<file path="src/rtl/shift_sched_pkg.sv">
// Shared types and constants for the data_shift front-end scheduler.
package shift_sched_pkg;

  localparam int DATA_W  = 256;
  localparam int EMPTY_W = 5;

  localparam logic [7:0] PROT_TCP = 8'd6;
  localparam logic [7:0] PROT_UDP = 8'd17;

  typedef struct packed {
    logic [7:0]  prot;
    logic [15:0] pkt_len;
    logic [7:0]  flow_id;
  } metadata_t;

  typedef enum logic [1:0] {
    IDLE   = 2'd0,
    BODY   = 2'd1,
    BUBBLE = 2'd2
  } sched_state_t;

  // data_shift emits one trailing flit for a non-UDP EOP that carries fewer than 8 empty bytes
  function automatic logic needs_extra(input logic eop, input logic udp,
                                       input logic [EMPTY_W-1:0] empty);
    return eop & ~udp & (empty < EMPTY_W'(8));
  endfunction

endpackage

</file>
<file path="src/rtl/shift_sched_if.sv">
// Packet, metadata and credit signals between the FIFOs, the scheduler and data_shift.
interface shift_sched_if
  import shift_sched_pkg::*;
#(
  parameter int CREDITS = 32
) ();
  localparam int CREDIT_W = $clog2(CREDITS + 1);

  logic                in_pkt_valid;
  logic                in_pkt_sop;
  logic                in_pkt_eop;
  logic [DATA_W-1:0]   in_pkt_data;
  logic [EMPTY_W-1:0]  in_pkt_empty;
  logic                in_pkt_ready;
  logic                in_meta_valid;
  metadata_t           in_meta_data;
  logic                in_meta_ready;

  logic                out_pkt_valid;
  logic                out_pkt_sop;
  logic                out_pkt_eop;
  logic [DATA_W-1:0]   out_pkt_data;
  logic [EMPTY_W-1:0]  out_pkt_empty;
  logic                out_meta_valid;
  metadata_t           out_meta_data;

  logic                credit_return;
  logic [CREDIT_W-1:0] credit_cnt;
  logic                credit_err;

  modport slave (
    input  in_pkt_valid, in_pkt_sop, in_pkt_eop, in_pkt_data, in_pkt_empty,
    input  in_meta_valid, in_meta_data, credit_return,
    output in_pkt_ready, in_meta_ready,
    output out_pkt_valid, out_pkt_sop, out_pkt_eop, out_pkt_data, out_pkt_empty,
    output out_meta_valid, out_meta_data, credit_cnt, credit_err
  );

  modport master (
    output in_pkt_valid, in_pkt_sop, in_pkt_eop, in_pkt_data, in_pkt_empty,
    output in_meta_valid, in_meta_data, credit_return,
    input  in_pkt_ready, in_meta_ready,
    input  out_pkt_valid, out_pkt_sop, out_pkt_eop, out_pkt_data, out_pkt_empty,
    input  out_meta_valid, out_meta_data, credit_cnt, credit_err
  );

endinterface

</file>
<file path="src/rtl/shift_credit_ctr.sv">
// Downstream credit counter: saturates at CREDITS, flags overflowing returns,
// and reports whether the flit on offer fits in the remaining credits.
module shift_credit_ctr #(
  parameter  int CREDITS  = 32,
  localparam int CREDIT_W = $clog2(CREDITS + 1)
) (
  input  logic                clk,
  input  logic                rst,
  input  logic                accept,
  input  logic                extra,
  input  logic                credit_return,
  output logic [CREDIT_W-1:0] credit_cnt,
  output logic                credit_err,
  output logic                can_issue
);

  logic [CREDIT_W:0]   need;
  logic [CREDIT_W-1:0] dec;
  logic [CREDIT_W-1:0] cnt_next;
  logic                overflow;

  always_comb begin
    need      = (CREDIT_W + 1)'(1) + (CREDIT_W + 1)'(extra);
    can_issue = ({1'b0, credit_cnt} >= need);
    dec       = accept ? CREDIT_W'(need) : '0;
    overflow  = credit_return & ~accept & (credit_cnt == CREDIT_W'(CREDITS));
    // accept never exceeds the count and a return only lands below full, so no wrap
    cnt_next  = credit_cnt - dec + CREDIT_W'(credit_return & ~overflow);
  end

  always_ff @(posedge clk or posedge rst) begin
    if (rst) begin
      credit_cnt <= CREDIT_W'(CREDITS);
      credit_err <= 1'b0;
    end else begin
      credit_cnt <= cnt_next;
      if (overflow) credit_err <= 1'b1;
    end
  end

endmodule

</file>
<file path="src/rtl/shift_sched.sv">
// Pairs SOP flits with metadata, throttles on downstream credits and inserts the
// idle cycle data_shift needs after a flit that makes it emit a trailing flit.
//   state  | meaning
//   IDLE   | waiting for SOP with metadata
//   BODY   | inside a packet
//   BUBBLE | one forced idle cycle
module shift_sched
  import shift_sched_pkg::*;
#(
  parameter int CREDITS = 32
) (
  input logic           clk,
  input logic           rst,
  shift_sched_if.slave  bus
);

  sched_state_t        state, state_next;
  logic                udp_l, udp_l_next;
  logic                udp, extra, can_issue;
  logic                ready, accept, sop_accept;

  logic                o_valid, o_sop, o_eop, o_meta_valid;
  logic [DATA_W-1:0]   o_data;
  logic [EMPTY_W-1:0]  o_empty;
  metadata_t           o_meta_data;

  always_comb begin
    udp        = (state == IDLE) ? (bus.in_meta_data.prot == PROT_UDP) : udp_l;
    extra      = needs_extra(bus.in_pkt_eop, udp, bus.in_pkt_empty);
    ready      = 1'b0;
    state_next = state;
    udp_l_next = udp_l;

    unique case (state)
      IDLE:    ready = bus.in_pkt_valid & bus.in_pkt_sop & bus.in_meta_valid & can_issue;
      BODY:    ready = can_issue;
      default: ready = 1'b0;
    endcase

    accept     = bus.in_pkt_valid & ready;
    sop_accept = ready & bus.in_pkt_sop & (state == IDLE);

    unique case (state)
      IDLE: begin
        if (accept) begin
          if (bus.in_pkt_eop) begin
            state_next = extra ? BUBBLE : IDLE;
          end else begin
            state_next = BODY;
            udp_l_next = udp;
          end
        end
      end
      BODY: begin
        if (accept && bus.in_pkt_eop) state_next = extra ? BUBBLE : IDLE;
      end
      default: state_next = IDLE;
    endcase
  end

  always_ff @(posedge clk or posedge rst) begin
    if (rst) begin
      state <= IDLE;
      udp_l <= 1'b0;
    end else begin
      state <= state_next;
      udp_l <= udp_l_next;
    end
  end

  always_ff @(posedge clk or posedge rst) begin
    if (rst) begin
      o_valid      <= 1'b0;
      o_sop        <= 1'b0;
      o_eop        <= 1'b0;
      o_data       <= '0;
      o_empty      <= '0;
      o_meta_valid <= 1'b0;
      o_meta_data  <= '0;
    end else begin
      o_valid      <= accept;
      o_sop        <= accept & bus.in_pkt_sop;
      o_eop        <= accept & bus.in_pkt_eop;
      o_meta_valid <= sop_accept;
      if (accept) begin
        o_data  <= bus.in_pkt_data;
        o_empty <= bus.in_pkt_empty;
      end
      if (sop_accept) o_meta_data <= bus.in_meta_data;
    end
  end

  shift_credit_ctr #(.CREDITS(CREDITS)) u_credit (
    .clk           (clk),
    .rst           (rst),
    .accept        (accept),
    .extra         (extra),
    .credit_return (bus.credit_return),
    .credit_cnt    (bus.credit_cnt),
    .credit_err    (bus.credit_err),
    .can_issue     (can_issue)
  );

  assign bus.in_pkt_ready   = ready;
  assign bus.in_meta_ready  = sop_accept;
  assign bus.out_pkt_valid  = o_valid;
  assign bus.out_pkt_sop    = o_sop;
  assign bus.out_pkt_eop    = o_eop;
  assign bus.out_pkt_data   = o_data;
  assign bus.out_pkt_empty  = o_empty;
  assign bus.out_meta_valid = o_meta_valid;
  assign bus.out_meta_data  = o_meta_data;

endmodule

</file>
<file path="src/flat_wrapper.sv">
// flat-port wrapper written by rule: the top's interface ports become plain ports
module shift_sched_flat import shift_sched_pkg::*;
#(
  parameter int CREDITS = 32
)
  (clk, rst, bus_in_pkt_valid, bus_in_pkt_sop, bus_in_pkt_eop, bus_in_pkt_data, bus_in_pkt_empty, bus_in_meta_valid, bus_in_meta_data, bus_credit_return, bus_in_pkt_ready, bus_in_meta_ready, bus_out_pkt_valid, bus_out_pkt_sop, bus_out_pkt_eop, bus_out_pkt_data, bus_out_pkt_empty, bus_out_meta_valid, bus_out_meta_data, bus_credit_cnt, bus_credit_err);
  shift_sched_if #(.CREDITS(CREDITS)) bus_i ();
  input logic clk;
  input logic rst;
  input wire logic [$bits(bus_i.in_pkt_valid)-1:0] bus_in_pkt_valid;
  input wire logic [$bits(bus_i.in_pkt_sop)-1:0] bus_in_pkt_sop;
  input wire logic [$bits(bus_i.in_pkt_eop)-1:0] bus_in_pkt_eop;
  input wire logic [$bits(bus_i.in_pkt_data)-1:0] bus_in_pkt_data;
  input wire logic [$bits(bus_i.in_pkt_empty)-1:0] bus_in_pkt_empty;
  input wire logic [$bits(bus_i.in_meta_valid)-1:0] bus_in_meta_valid;
  input wire logic [$bits(bus_i.in_meta_data)-1:0] bus_in_meta_data;
  input wire logic [$bits(bus_i.credit_return)-1:0] bus_credit_return;
  output wire logic [$bits(bus_i.in_pkt_ready)-1:0] bus_in_pkt_ready;
  output wire logic [$bits(bus_i.in_meta_ready)-1:0] bus_in_meta_ready;
  output wire logic [$bits(bus_i.out_pkt_valid)-1:0] bus_out_pkt_valid;
  output wire logic [$bits(bus_i.out_pkt_sop)-1:0] bus_out_pkt_sop;
  output wire logic [$bits(bus_i.out_pkt_eop)-1:0] bus_out_pkt_eop;
  output wire logic [$bits(bus_i.out_pkt_data)-1:0] bus_out_pkt_data;
  output wire logic [$bits(bus_i.out_pkt_empty)-1:0] bus_out_pkt_empty;
  output wire logic [$bits(bus_i.out_meta_valid)-1:0] bus_out_meta_valid;
  output wire logic [$bits(bus_i.out_meta_data)-1:0] bus_out_meta_data;
  output wire logic [$bits(bus_i.credit_cnt)-1:0] bus_credit_cnt;
  output wire logic [$bits(bus_i.credit_err)-1:0] bus_credit_err;
  assign bus_i.in_pkt_valid = bus_in_pkt_valid;
  assign bus_i.in_pkt_sop = bus_in_pkt_sop;
  assign bus_i.in_pkt_eop = bus_in_pkt_eop;
  assign bus_i.in_pkt_data = bus_in_pkt_data;
  assign bus_i.in_pkt_empty = bus_in_pkt_empty;
  assign bus_i.in_meta_valid = bus_in_meta_valid;
  assign bus_i.in_meta_data = bus_in_meta_data;
  assign bus_i.credit_return = bus_credit_return;
  assign bus_in_pkt_ready = bus_i.in_pkt_ready;
  assign bus_in_meta_ready = bus_i.in_meta_ready;
  assign bus_out_pkt_valid = bus_i.out_pkt_valid;
  assign bus_out_pkt_sop = bus_i.out_pkt_sop;
  assign bus_out_pkt_eop = bus_i.out_pkt_eop;
  assign bus_out_pkt_data = bus_i.out_pkt_data;
  assign bus_out_pkt_empty = bus_i.out_pkt_empty;
  assign bus_out_meta_valid = bus_i.out_meta_valid;
  assign bus_out_meta_data = bus_i.out_meta_data;
  assign bus_credit_cnt = bus_i.credit_cnt;
  assign bus_credit_err = bus_i.credit_err;
  shift_sched #(.CREDITS(CREDITS)) u_core (.clk(clk), .rst(rst), .bus(bus_i));
endmodule
</file>
<file path="config.mk">
export PLATFORM = sky130hd
export DESIGN_NAME = shift_sched_flat
export DESIGN_NICKNAME = d
export VERILOG_FILES = /design/src/rtl/shift_sched_pkg.sv /design/src/rtl/shift_sched_if.sv /design/src/rtl/shift_credit_ctr.sv /design/src/rtl/shift_sched.sv /design/src/flat_wrapper.sv
export SDC_FILE = /design/constraint.sdc
export NUM_CORES = 1
export LEC_CHECK = 0
export ABC_CLOCK_PERIOD_IN_PS = 21000
export CORE_AREA = 3 3 233 235
export CTS_BUF_LIST = sky130_fd_sc_hd__clkbuf_4
export DETAILED_ROUTE_END_ITERATION = 6
export DIE_AREA = 0 0 236 238
export GPL_TIMING_DRIVEN = 1
export PLACE_DENSITY = 0.58
export SYNTH_ARGS = -nofsm -noshare
export SYNTH_HDL_FRONTEND = slang
export SYNTH_SLANG_ARGS = --single-unit
export TNS_END_PERCENT = 20
</file>
<file path="constraint.sdc">
create_clock -name clk -period 21 [get_ports clk]
set_clock_uncertainty 0.05 [all_clocks]
set_input_delay 4.2 -clock clk [delete_from_list [all_inputs] [get_ports clk]]
set_output_delay 4.2 -clock clk [all_outputs]
set_load 0.005 [all_outputs]
</file>
==> flow_metrics.env, run 1 <==
export IMPL_fin_nets=1696
export IMPL_synth_top_cell_area_share_pct=62.63
export IMPL_synth_top_family_by_area="multiplexers"
export IMPL_drt_vias_per_instance=4.009
export IMPL_cts_repair_resize_count=0
export IMPL_netlist_instances=709
export IMPL_timing_critical_path_to="bus_in_meta_ready"
export IMPL_first_global_vias=9719
export IMPL_die_w_um=236
export IMPL_std_cell_core_area_mm2=0.05245
export IMPL_crit_slowest_cell="sky130_fd_sc_hd__nor4bb_1"
export IMPL_dp_hpwl_um=30120
export IMPL_worstSetupStartpoint="bus_in_meta_data[28]"
export IMPL_placement_io_buffers=605
export IMPL_unrepaired_setup_endpoints_after_global_routing="false"
export IMPL_detail_route_iter0_violations=240
export IMPL_start_util_pct=23.31
export IMPL_crit_buf_inv=5
export IMPL_synthArstFlopShare_pct=100.0
export IMPL_fin_total_pwr_mw=2.935
export IMPL_syn_to_final_growth_pct=63.25
export IMPL_critical_path_cell_chain="clkdlybuf4s50_1 > nor4bb_1 > nand3_1 > and4_1 > inv_1 > ha_1 > nand3b_1 > nand4_2 > nand3_1 > buf_4 > inv_1 > clkdlybuf4s50_1"
export IMPL_global_route_usage_total_pct=14.16
export IMPL_worst_hold_path_num_cells=1
export IMPL_drt_total_wl_um=40640
export IMPL_outcome="completed"
export IMPL_max_cap_violations=0
export IMPL_post_route_cells_drive_above_1_share_pct=21.61
export IMPL_predominant_post_synthesis_flop_cell="sky130_fd_sc_hd__dfrtp_1"
export IMPL_tightestPinTransition_ns=1.007
export IMPL_number_of_ports_placed_on_the_die_boundary=606
export IMPL_r2r_end="u_core.u_credit.credit_cnt[5]"
export IMPL_final_min_period_over_clock_period_pct=56.57
export IMPL_synth_edf_count=0
export IMPL_critPathMaxFanout=33
export IMPL_tns_ns=0
export IMPL_htree_levels=3
export IMPL_p_leak_nw=8.647
export IMPL_cts_post_setup_buffers_inserted=0
export IMPL_setup_violators_final=0
export IMPL_hold_path_class="flop to flop"
export IMPL_route_antenna_remaining_nets=0
export IMPL_rows=84
export IMPL_worst_endpoint_required_ns=16.75
export IMPL_clock_tree_buffer_depth=3
export IMPL_post_synth_and_or_nand_nor_area_fraction_pct=1.248
export IMPL_fp_dieH_um=238
export IMPL_vias=8540
export IMPL_layout_area_seq_mm2=0.007684
export IMPL_cts_hold_buffers_added=0
export IMPL_yosysWarnings=0
export IMPL_synth_compound_area_share_pct=0.6959
export IMPL_grt_overflow=0
export IMPL_synth_top_area_cell="sky130_fd_sc_hd__dfrtp_1"
export IMPL_slowest_delay_ns=0.60
export IMPL_synthMuxAreaShare_pct=30.14
export IMPL_timing_worst_setup_path_type="input port to output port"
export IMPL_postPlaceCellArea_mm2=0.01890
export IMPL_synth_cell_types=38
export IMPL_numCtsBuffers=90
export IMPL_slew_headroom_pct=32.85
export IMPL_synth_area_mm2=0.01223
export IMPL_powerDensity_mw_per_mm2=147.0
export IMPL_arrival_ns=7.63
export IMPL_final_max_slew_violation_count=0
export IMPL_clock_sinks=307
export IMPL_die_area_mm2=0.05617
export IMPL_first_pass_grt_wire_length_um=60450
export IMPL_clk_pin_slew_worst_paths_ns=0.05
export IMPL_path_delay_family="buffers and inverters"
export IMPL_synth_xor_area_share_pct=0.2865
export IMPL_worst_setup_path_start_kind="input port"
export IMPL_place_congestion=0.7810
export IMPL_clock_tree_root_cell="sky130_fd_sc_hd__clkbuf_4"
export IMPL_ir_worst_vdd_mv=0.08997
export IMPL_critical_path_depth=12
export IMPL_yosysSeqAreaShare_pct=62.84
export IMPL_report_final_hold_viol_count=0
export IMPL_drt_first_pass_iters=4
export IMPL_detail_route_wl_per_cell_um=19.08
export IMPL_fillerInstances=5024
export IMPL_post_route_min_period_ns=11.88
export IMPL_ys_seq_elements=307
export IMPL_syn_num_nets=1024
export IMPL_worst_r2r_setup_slack_ns=16.73
export IMPL_synth_top_cells_by_area="sky130_fd_sc_hd__dfrtp_1 63%, sky130_fd_sc_hd__mux2_4 12%, sky130_fd_sc_hd__mux2_1 11%"
export IMPL_avgSynthCellArea_um2=17.25
export IMPL_drc_errors=0
export IMPL_multi_input_area_mm2=0.004167
export IMPL_cts_tree="yes"
export IMPL_cp_end_kind="output port"
export IMPL_grt_max_degree=118
export IMPL_timing_fmax_mhz=84.17
export IMPL_worst_skew_pair_late_latency_ns=0.74
export IMPL_post_route_cell_area_mm2=0.01996
export IMPL_grt_antenna_before_repair=9
export IMPL_yosys_area_share_adder_pct=1.596
export IMPL_r2r_start="u_core.state[1]"
export IMPL_rr_worst_depth=16
-- cells in the mapped netlist, types with 2 or more instances --
library cell,instances
sky130_fd_sc_hd__buf_2,6
sky130_fd_sc_hd__nand3_1,2
sky130_fd_sc_hd__dfrtp_1,306
sky130_fd_sc_hd__inv_1,18
sky130_fd_sc_hd__xnor2_1,4
sky130_fd_sc_hd__nor2_1,6
sky130_fd_sc_hd__a31oi_1,2
sky130_fd_sc_hd__buf_6,25
sky130_fd_sc_hd__and3_1,2
sky130_fd_sc_hd__mux2_2,69
sky130_fd_sc_hd__nand2_1,2
sky130_fd_sc_hd__a21oi_1,3
sky130_fd_sc_hd__mux2_1,124
sky130_fd_sc_hd__nand4_1,2
sky130_fd_sc_hd__ha_1,14
sky130_fd_sc_hd__nor2b_1,2
sky130_fd_sc_hd__o21bai_1,2
sky130_fd_sc_hd__mux2_4,100
-- cell type report --
class	instances	area share, %
well taps	688	4.313
inverters	19	0.3949
clock buffers	121	4.551
flip-flops and latches	307	38.49
multi-input cells	351	20.87
diodes	3	0.03761
repair buffers	612	30.60
clock inverters	29	0.7334
-- cells by family after synthesis --
kind of cell / after synthesis
multiplexers: 294
buffers and inverters: 51
AND/OR/NAND/NOR: 25
AO/OA/AOI/OAI: 13
flip-flops: 307
adder cells (fa/ha/maj): 15
XOR/XNOR: 4
-- flip-flops by register name (all words and copies together), names as in the netlist, 2 cells and up --
signal                      flops
u_core.bus.out_pkt_empty        5
u_core.bus.out_meta_data       32
u_core.state                    2
u_core.bus.out_pkt_data       256
u_core.u_credit.credit_cnt      6
-- where the power goes --
| group | switching [mW] | internal, mW |
|---|---|---|
| logic | 0.449 | 0.891 |
| clock network | 0.259 | 0.277 |
| registers | 0.164 | 0.895 |
-- how the worst min path moves through the flow --
stage                                             from                           end  slack (ns)
after global placement      u_core.u_credit.credit_err    u_core.u_credit.credit_err        0.41
after floorplan             u_core.u_credit.credit_err    u_core.u_credit.credit_err        0.42
after detailed placement  u_core.bus.out_pkt_data[181]  u_core.bus.out_pkt_data[181]        0.43
after CTS                 u_core.bus.out_pkt_data[181]  u_core.bus.out_pkt_data[181]        0.44
after global routing      u_core.bus.out_pkt_data[103]  u_core.bus.out_pkt_data[103]        0.45
final                     u_core.bus.out_pkt_data[135]  u_core.bus.out_pkt_data[135]        0.44
-- layout by cell type (no fill, tap or decap), types with 3 or more instances in the layout --
cell,count
sky130_fd_sc_hd__xnor2_1,4
sky130_fd_sc_hd__nor2_1,6
sky130_fd_sc_hd__inv_1,17
sky130_fd_sc_hd__clkbuf_4,121
sky130_fd_sc_hd__ha_1,14
sky130_fd_sc_hd__diode_2,3
sky130_fd_sc_hd__clkdlybuf4s50_1,605
sky130_fd_sc_hd__a21oi_1,3
sky130_fd_sc_hd__mux2_4,100
sky130_fd_sc_hd__buf_4,7
sky130_fd_sc_hd__clkinv_2,3
sky130_fd_sc_hd__clkinv_1,22
sky130_fd_sc_hd__mux2_1,124
sky130_fd_sc_hd__dfrtp_1,306
sky130_fd_sc_hd__mux2_2,69
-- layer usage --
layer  up-vias  track usage, %  wire (um)
met5         -               0         61
met4        10           5.844       1061
met3        79           7.027       4528
met2       435           24.08      20110
met1      4125           14.99      14880
li1       3891               -          -
-- through the flow --
stage,worst slack [ns],cells,utilization (%),hold WS (ns)
6_report,9.119,2130,38.06,0.4364
5_1_grt,8.840,2128,38.05,0.4462
3_3_place_gp,9.044,1977,36.03,0.4077
3_5_place_dp,9.034,1977,36.03,0.4301
2_1_floorplan,8.264,709,-,0.4163
4_1_cts,9.018,2127,38.05,0.4421
Power figures use the tool's default switching activity.
==> run 2: changes to the inputs <==
ABC_CLOCK_PERIOD_IN_PS = 11700   (was 21000)
clock period = 11.7 ns   (was 21 ns; I/O delays follow)
==> flow_metrics.env, run 2 (synthesis results as in run 1) <==
export IMPL_slew_headroom_pct=31.09
export IMPL_hold_path_class="flop to flop"
export IMPL_die_w_um=236
export IMPL_holdCritStartpoint="u_core.u_credit.credit_err"
export IMPL_place_congestion=0.7602
export IMPL_cts_hold_buffers_added=0
export IMPL_post_route_min_period_ns=8.165
export IMPL_grt_antenna_before_repair=7
export IMPL_critPathMaxFanout=33
export IMPL_cts_repair_resize_count=0
export IMPL_hold_path_end="u_core.u_credit.credit_err"
export IMPL_drt_vias_per_instance=4.021
export IMPL_ir_worst_vdd_mv=0.1905
export IMPL_first_global_vias=9617
export IMPL_timing_worst_setup_path_type="input port to output port"
export IMPL_slowest_delay_ns=0.65
export IMPL_r2r_end="u_core.u_credit.credit_cnt[4]"
export IMPL_most_frequent_standard_cell_in_the_layout_excluding_fill_and_tap_cells="sky130_fd_sc_hd__clkdlybuf4s50_1"
export IMPL_report_final_hold_viol_count=0
export IMPL_drt_first_pass_iters=4
export IMPL_numCtsBuffers=91
export IMPL_syn_to_final_growth_pct=63.45
export IMPL_crit_buf_inv=5
export IMPL_outcome="completed"
export IMPL_powerDensity_mw_per_mm2=264.3
export IMPL_cts_tree="yes"
export IMPL_critical_path_cell_chain="clkdlybuf4s50_1 > nor4bb_1 > nand3_1 > and4_1 > inv_1 > ha_1 > nand3b_1 > nand4_2 > nand3_1 > buf_4 > inv_1 > clkdlybuf4s50_1"
export IMPL_tns_ns=0
export IMPL_detail_route_iter0_violations=247
export IMPL_layout_area_seq_mm2=0.007684
export IMPL_fin_nets=1697
export IMPL_fillerInstances=5044
export IMPL_path_delay_family="buffers and inverters"
export IMPL_drc_errors=0
export IMPL_worst_setup_path_start_kind="input port"
export IMPL_worst_r2r_setup_slack_ns=7.53
export IMPL_htree_levels=3
export IMPL_largest_reg_flops=256
export IMPL_first_pass_grt_wire_length_um=60810
export IMPL_final_min_period_over_clock_period_pct=69.79
export IMPL_dp_hpwl_um=29830
export IMPL_r2r_start="u_core.state[1]"
export IMPL_global_route_usage_total_pct=14.18
export IMPL_die_area_mm2=0.05617
export IMPL_placement_io_buffers=605
export IMPL_clock_tree_buffer_depth=3
export IMPL_mostFrequentLayoutCells="605 x sky130_fd_sc_hd__clkdlybuf4s50_1, 306 x sky130_fd_sc_hd__dfrtp_1, 124 x sky130_fd_sc_hd__mux2_1, 115 x sky130_fd_sc_hd__clkbuf_4, 100 x sky130_fd_sc_hd__mux2_4"
export IMPL_route_antenna_remaining_nets=0
export IMPL_fp_dieH_um=238
export IMPL_vias=8577
export IMPL_post_route_cells_drive_above_1_share_pct=21.50
export IMPL_grt_max_degree=117
export IMPL_std_cell_core_area_mm2=0.05245
export IMPL_worst_hold_path_num_cells=1
export IMPL_cp_end_kind="output port"
export IMPL_number_of_ports_placed_on_the_die_boundary=606
export IMPL_start_util_pct=23.31
export IMPL_final_max_slew_violation_count=0
export IMPL_clock_sinks=307
export IMPL_crit_slowest_cell="sky130_fd_sc_hd__nor4bb_1"
export IMPL_worst_endpoint_required_ns=9.31
export IMPL_finalHoldWorstSlack_ns=0.4352
export IMPL_detail_route_wl_per_cell_um=19.04
export IMPL_clock_tree_root_cell="sky130_fd_sc_hd__clkbuf_4"
export IMPL_worst_skew_pair_late_latency_ns=0.75
export IMPL_drt_total_wl_um=40610
export IMPL_timing_fmax_mhz=122.5
export IMPL_unrepaired_setup_endpoints_after_global_routing="false"
export IMPL_max_cap_violations=0
export IMPL_grt_overflow=0
export IMPL_rr_worst_depth=18
export IMPL_cts_post_setup_buffers_inserted=0
export IMPL_tightestPinTransition_ns=1.034
export IMPL_p_leak_nw=8.656
export IMPL_rows=84
export IMPL_arrival_ns=5.78
export IMPL_setup_violators_final=0
export IMPL_multi_input_area_mm2=0.004167
export IMPL_clk_pin_slew_worst_paths_ns=0.06
run 2: final cells by class:
type                    instances  area share [%]
repair buffers                612           30.57
diodes                          3         0.03757
multi-input cells             351           20.85
well taps                     688           4.308
flip-flops and latches        307           38.45
inverters                      19          0.3944
clock inverters                38           1.077
clock buffers                 115           4.320
run 2: power by group:
part | leakage, nW | total, mW | switching, mW | internal [mW]
logic | 4.40 | 2.40 | 0.805 | 1.60
registers | 3.63 | 1.90 | 0.293 | 1.61
clock network | 0.630 | 0.982 | 0.478 | 0.504
total | 8.66 | 5.28 | 1.58 | 3.71
run 2: metrics by stage:
stage	utilization, %	power (mW)	std cells	setup WS, ns	area (um2)
global placement	36.03	4.329	1977	3.425	18900
floorplan	-	2.889	709	0.8240	12230
detailed placement	36.03	4.362	1977	3.415	18900
CTS	38.09	5.412	2130	3.415	19980
finish	38.10	5.283	2133	3.535	19980
global route	38.10	5.644	2131	3.285	19980
run 2: worst reg2reg max path, stage by stage, from the launching register on:
cell                       delay [ns]
sky130_fd_sc_hd__dfrtp_1         0.44
sky130_fd_sc_hd__nor2_1          0.21
sky130_fd_sc_hd__nand3_1         0.12
sky130_fd_sc_hd__and4_1          0.24
sky130_fd_sc_hd__inv_1           0.10
sky130_fd_sc_hd__ha_1            0.25
sky130_fd_sc_hd__nand3b_1        0.10
sky130_fd_sc_hd__nand4_2         0.24
sky130_fd_sc_hd__nand2_8         0.74
sky130_fd_sc_hd__nor2_1          0.15
sky130_fd_sc_hd__ha_1            0.31
sky130_fd_sc_hd__inv_1           0.06
sky130_fd_sc_hd__ha_1            0.16
sky130_fd_sc_hd__inv_1           0.06
sky130_fd_sc_hd__fa_1            0.40
sky130_fd_sc_hd__inv_1           0.07
sky130_fd_sc_hd__a21oi_1         0.07
sky130_fd_sc_hd__o21bai_1        0.17
sky130_fd_sc_hd__xnor2_1         0.15
run 2: how the worst max path moves through the flow:
stage / slack (ns) / from / cells past startpoint / end
after CTS: 3.41 / bus_in_meta_data[28] / 12 / bus_in_meta_ready
after global routing: 3.29 / bus_in_meta_data[28] / 12 / bus_in_meta_ready
final: 3.53 / bus_in_meta_data[28] / 12 / bus_in_meta_ready
after detailed placement: 3.41 / bus_in_meta_data[28] / 12 / bus_in_meta_ready
after global placement: 3.43 / bus_in_meta_data[28] / 12 / bus_in_meta_ready
after floorplan: 0.82 / rst / 1 / u_core.bus.out_meta_data[0]
run 2: layer usage:
layer	track usage [%]	part of all wire, %	vias to the layer above
met5	0	0.12	-
met4	5.918	2.8	8
met3	6.472	10	88
met2	23.95	50	433
met1	15.45	37	4152
li1	-	-	3896
==> run 3: changes to the inputs <==
ABC_CLOCK_PERIOD_IN_PS = 7800   (was 11700)
clock period = 7.8 ns   (was 11.7 ns; I/O delays follow)
==> flow_metrics.env, run 3 (synthesis results as in run 1) <==
export IMPL_outcome="completed"
export IMPL_largest_reg_flops=256
export IMPL_finalHoldWorstSlack_ns=0.4349
export IMPL_drt_first_pass_iters=4
export IMPL_vias=8569
export IMPL_slew_headroom_pct=26.94
export IMPL_report_final_hold_viol_count=0
export IMPL_first_pass_grt_wire_length_um=59690
export IMPL_worst_r2r_setup_slack_ns=3.77
export IMPL_critical_path_depth=12
export IMPL_tightestPinTransition_ns=1.096
export IMPL_unrepaired_setup_endpoints_after_global_routing="false"
export IMPL_grt_overflow=0
export IMPL_dp_hpwl_um=29290
export IMPL_htree_levels=3
export IMPL_r2r_end="u_core.u_credit.credit_cnt[4]"
export IMPL_rr_worst_depth=18
export IMPL_worst_setup_path_start_kind="input port"
export IMPL_clk_pin_slew_worst_paths_ns=0.06
export IMPL_die_area_mm2=0.05617
export IMPL_drt_total_wl_um=39440
export IMPL_worst_endpoint_required_ns=6.19
export IMPL_timing_fmax_mhz=163.1
export IMPL_cts_tree="yes"
export IMPL_grt_max_degree=146
export IMPL_drc_errors=0
export IMPL_start_util_pct=23.31
export IMPL_final_max_slew_violation_count=0
export IMPL_critPathMaxFanout=33
export IMPL_postPlaceCellArea_mm2=0.01892
export IMPL_fin_nets=1694
export IMPL_crit_buf_inv=5
export IMPL_grt_antenna_before_repair=7
export IMPL_clock_sinks=307
export IMPL_layout_cells_non_filler=2137
export IMPL_std_cell_core_area_mm2=0.05245
export IMPL_ir_worst_vdd_mv=0.2337
export IMPL_worstSetupStartpoint="bus_in_meta_data[24]"
export IMPL_detail_route_iter0_violations=201
export IMPL_final_min_period_over_clock_period_pct=78.63
export IMPL_max_cap_violations=0
export IMPL_critical_path_cell_chain="clkdlybuf4s50_1 > nor4bb_1 > nand3_1 > and4_1 > inv_1 > ha_1 > nand3b_1 > nand4_2 > nand3_1 > buf_4 > inv_1 > clkdlybuf4s50_1"
export IMPL_first_global_vias=9572
export IMPL_detail_route_wl_per_cell_um=18.46
export IMPL_powerDensity_mw_per_mm2=395.2
export IMPL_cts_post_setup_buffers_inserted=0
export IMPL_place_congestion=0.7733
export IMPL_cp_end_kind="output port"
export IMPL_route_antenna_remaining_nets=0
export IMPL_path_delay_family="buffers and inverters"
export IMPL_post_place_cells=1975
export IMPL_mostFrequentLayoutCells="605 x sky130_fd_sc_hd__clkdlybuf4s50_1, 306 x sky130_fd_sc_hd__dfrtp_1, 128 x sky130_fd_sc_hd__clkbuf_4, 124 x sky130_fd_sc_hd__mux2_1, 100 x sky130_fd_sc_hd__mux2_4"
export IMPL_post_route_cells_drive_above_1_share_pct=21.94
export IMPL_most_frequent_standard_cell_in_the_layout_excluding_fill_and_tap_cells="sky130_fd_sc_hd__clkdlybuf4s50_1"
export IMPL_setup_violators_final=0
export IMPL_worst_skew_pair_late_latency_ns=0.78
export IMPL_cts_hold_buffers_added=0
export IMPL_slowest_delay_ns=0.49
export IMPL_tns_ns=0
export IMPL_placement_io_buffers=605
export IMPL_hold_path_class="flop to flop"
export IMPL_die_w_um=236
export IMPL_post_route_cell_area_mm2=0.02003
export IMPL_crit_slowest_cell="sky130_fd_sc_hd__clkdlybuf4s50_1"
export IMPL_numCtsBuffers=90
export IMPL_post_route_min_period_ns=6.133
export IMPL_arrival_ns=4.52
export IMPL_timing_worst_setup_path_type="input port to output port"
export IMPL_p_leak_nw=8.687
export IMPL_global_route_usage_total_pct=13.85
export IMPL_syn_to_final_growth_pct=63.85
export IMPL_r2r_start="u_core.state[1]"
export IMPL_number_of_ports_placed_on_the_die_boundary=606
export IMPL_clock_tree_root_cell="sky130_fd_sc_hd__clkbuf_4"
export IMPL_fp_dieH_um=238
export IMPL_drt_vias_per_instance=4.010
export IMPL_rows=84
export IMPL_cts_repair_resize_count=0
export IMPL_timing_critical_path_to="bus_in_meta_ready"
export IMPL_clock_tree_buffer_depth=3
## run 3: changes by cell type in the layout (fill, tap and decap cells not counted), sizes merged
cell and delta:
bufinv -1, buf -2, inv +2, clkinv -9
clkbuf +13, diode +1
## run 3: report_power, final
| group | switching, mW | leakage (nW) | internal [mW] | total, mW |
|---|---|---|---|---|
| sequential | 0.441 | 3.63 | 2.41 | 2.85 |
| clock | 0.704 | 0.662 | 0.785 | 1.49 |
| combinational | 1.17 | 4.40 | 2.40 | 3.58 |
## run 3: area by class of cell
| cell class | instances | area [um2] |
|---|---|---|
| Clock buffer | 128 | 960.9 |
| Sequential cell | 307 | 7684 |
| Inverter | 19 | 75.07 |
| Tap cell | 688 | 860.8 |
| Clock inverter | 30 | 145.1 |
| Multi-Input combinational cell | 351 | 4167 |
| Antenna cell | 4 | 10.01 |
| Timing Repair Buffer | 610 | 6131 |
| Fill cell | 4993 | 32410 |
## run 3: metal layers
| metal | routed length (um) | up-vias | global-route usage, % | part of all wire (%) |
|---|---|---|---|---|
| li1 | - | 3883 | - | - |
| met1 | 14720 | 4202 | 15.17 | 37 |
| met2 | 20010 | 411 | 23.92 | 51 |
| met3 | 3954 | 67 | 6.565 | 10 |
| met4 | 714 | 6 | 4.148 | 1.8 |
| met5 | 45 | - | 0 | 0.11 |
## run 3: worst min-delay path by stage
stage,start,cells past startpoint,end
CTS,u_core.u_credit.credit_err,1,u_core.u_credit.credit_err
floorplan,u_core.u_credit.credit_err,1,u_core.u_credit.credit_err
detailed placement,u_core.u_credit.credit_err,1,u_core.u_credit.credit_err
finish,u_core.u_credit.credit_err,1,u_core.u_credit.credit_err
global route,u_core.bus.out_pkt_data[192],1,u_core.bus.out_pkt_data[192]
global placement,u_core.bus.out_pkt_data[125],1,u_core.bus.out_pkt_data[125]
## run 3: metrics by stage
step	total power [mW]	util (%)	setup WS (ns)
final	7.916	38.20	1.667
after global routing	8.464	38.20	1.431
after CTS	8.112	38.18	1.651
after detailed placement	6.526	36.07	1.648
after global placement	6.475	36.07	1.655
after floorplan	4.334	-	2.106
## run 3: worst reg2reg max path, cell delays in order (launching register included)
cell                       delay, ns
sky130_fd_sc_hd__dfrtp_1        0.45
sky130_fd_sc_hd__nor2_1         0.23
sky130_fd_sc_hd__nand3_1        0.13
sky130_fd_sc_hd__and4_1         0.23
sky130_fd_sc_hd__inv_1          0.10
sky130_fd_sc_hd__ha_1           0.25
sky130_fd_sc_hd__nand3b_1       0.11
sky130_fd_sc_hd__nand4_2        0.24
sky130_fd_sc_hd__nand2_8        0.56
sky130_fd_sc_hd__nor2_1         0.15
sky130_fd_sc_hd__ha_1           0.31
sky130_fd_sc_hd__inv_1          0.06
sky130_fd_sc_hd__ha_1           0.16
sky130_fd_sc_hd__inv_1          0.06
sky130_fd_sc_hd__fa_1           0.41
sky130_fd_sc_hd__inv_1          0.07
sky130_fd_sc_hd__a21oi_1        0.06
sky130_fd_sc_hd__o21bai_1       0.16
sky130_fd_sc_hd__xnor2_1        0.13
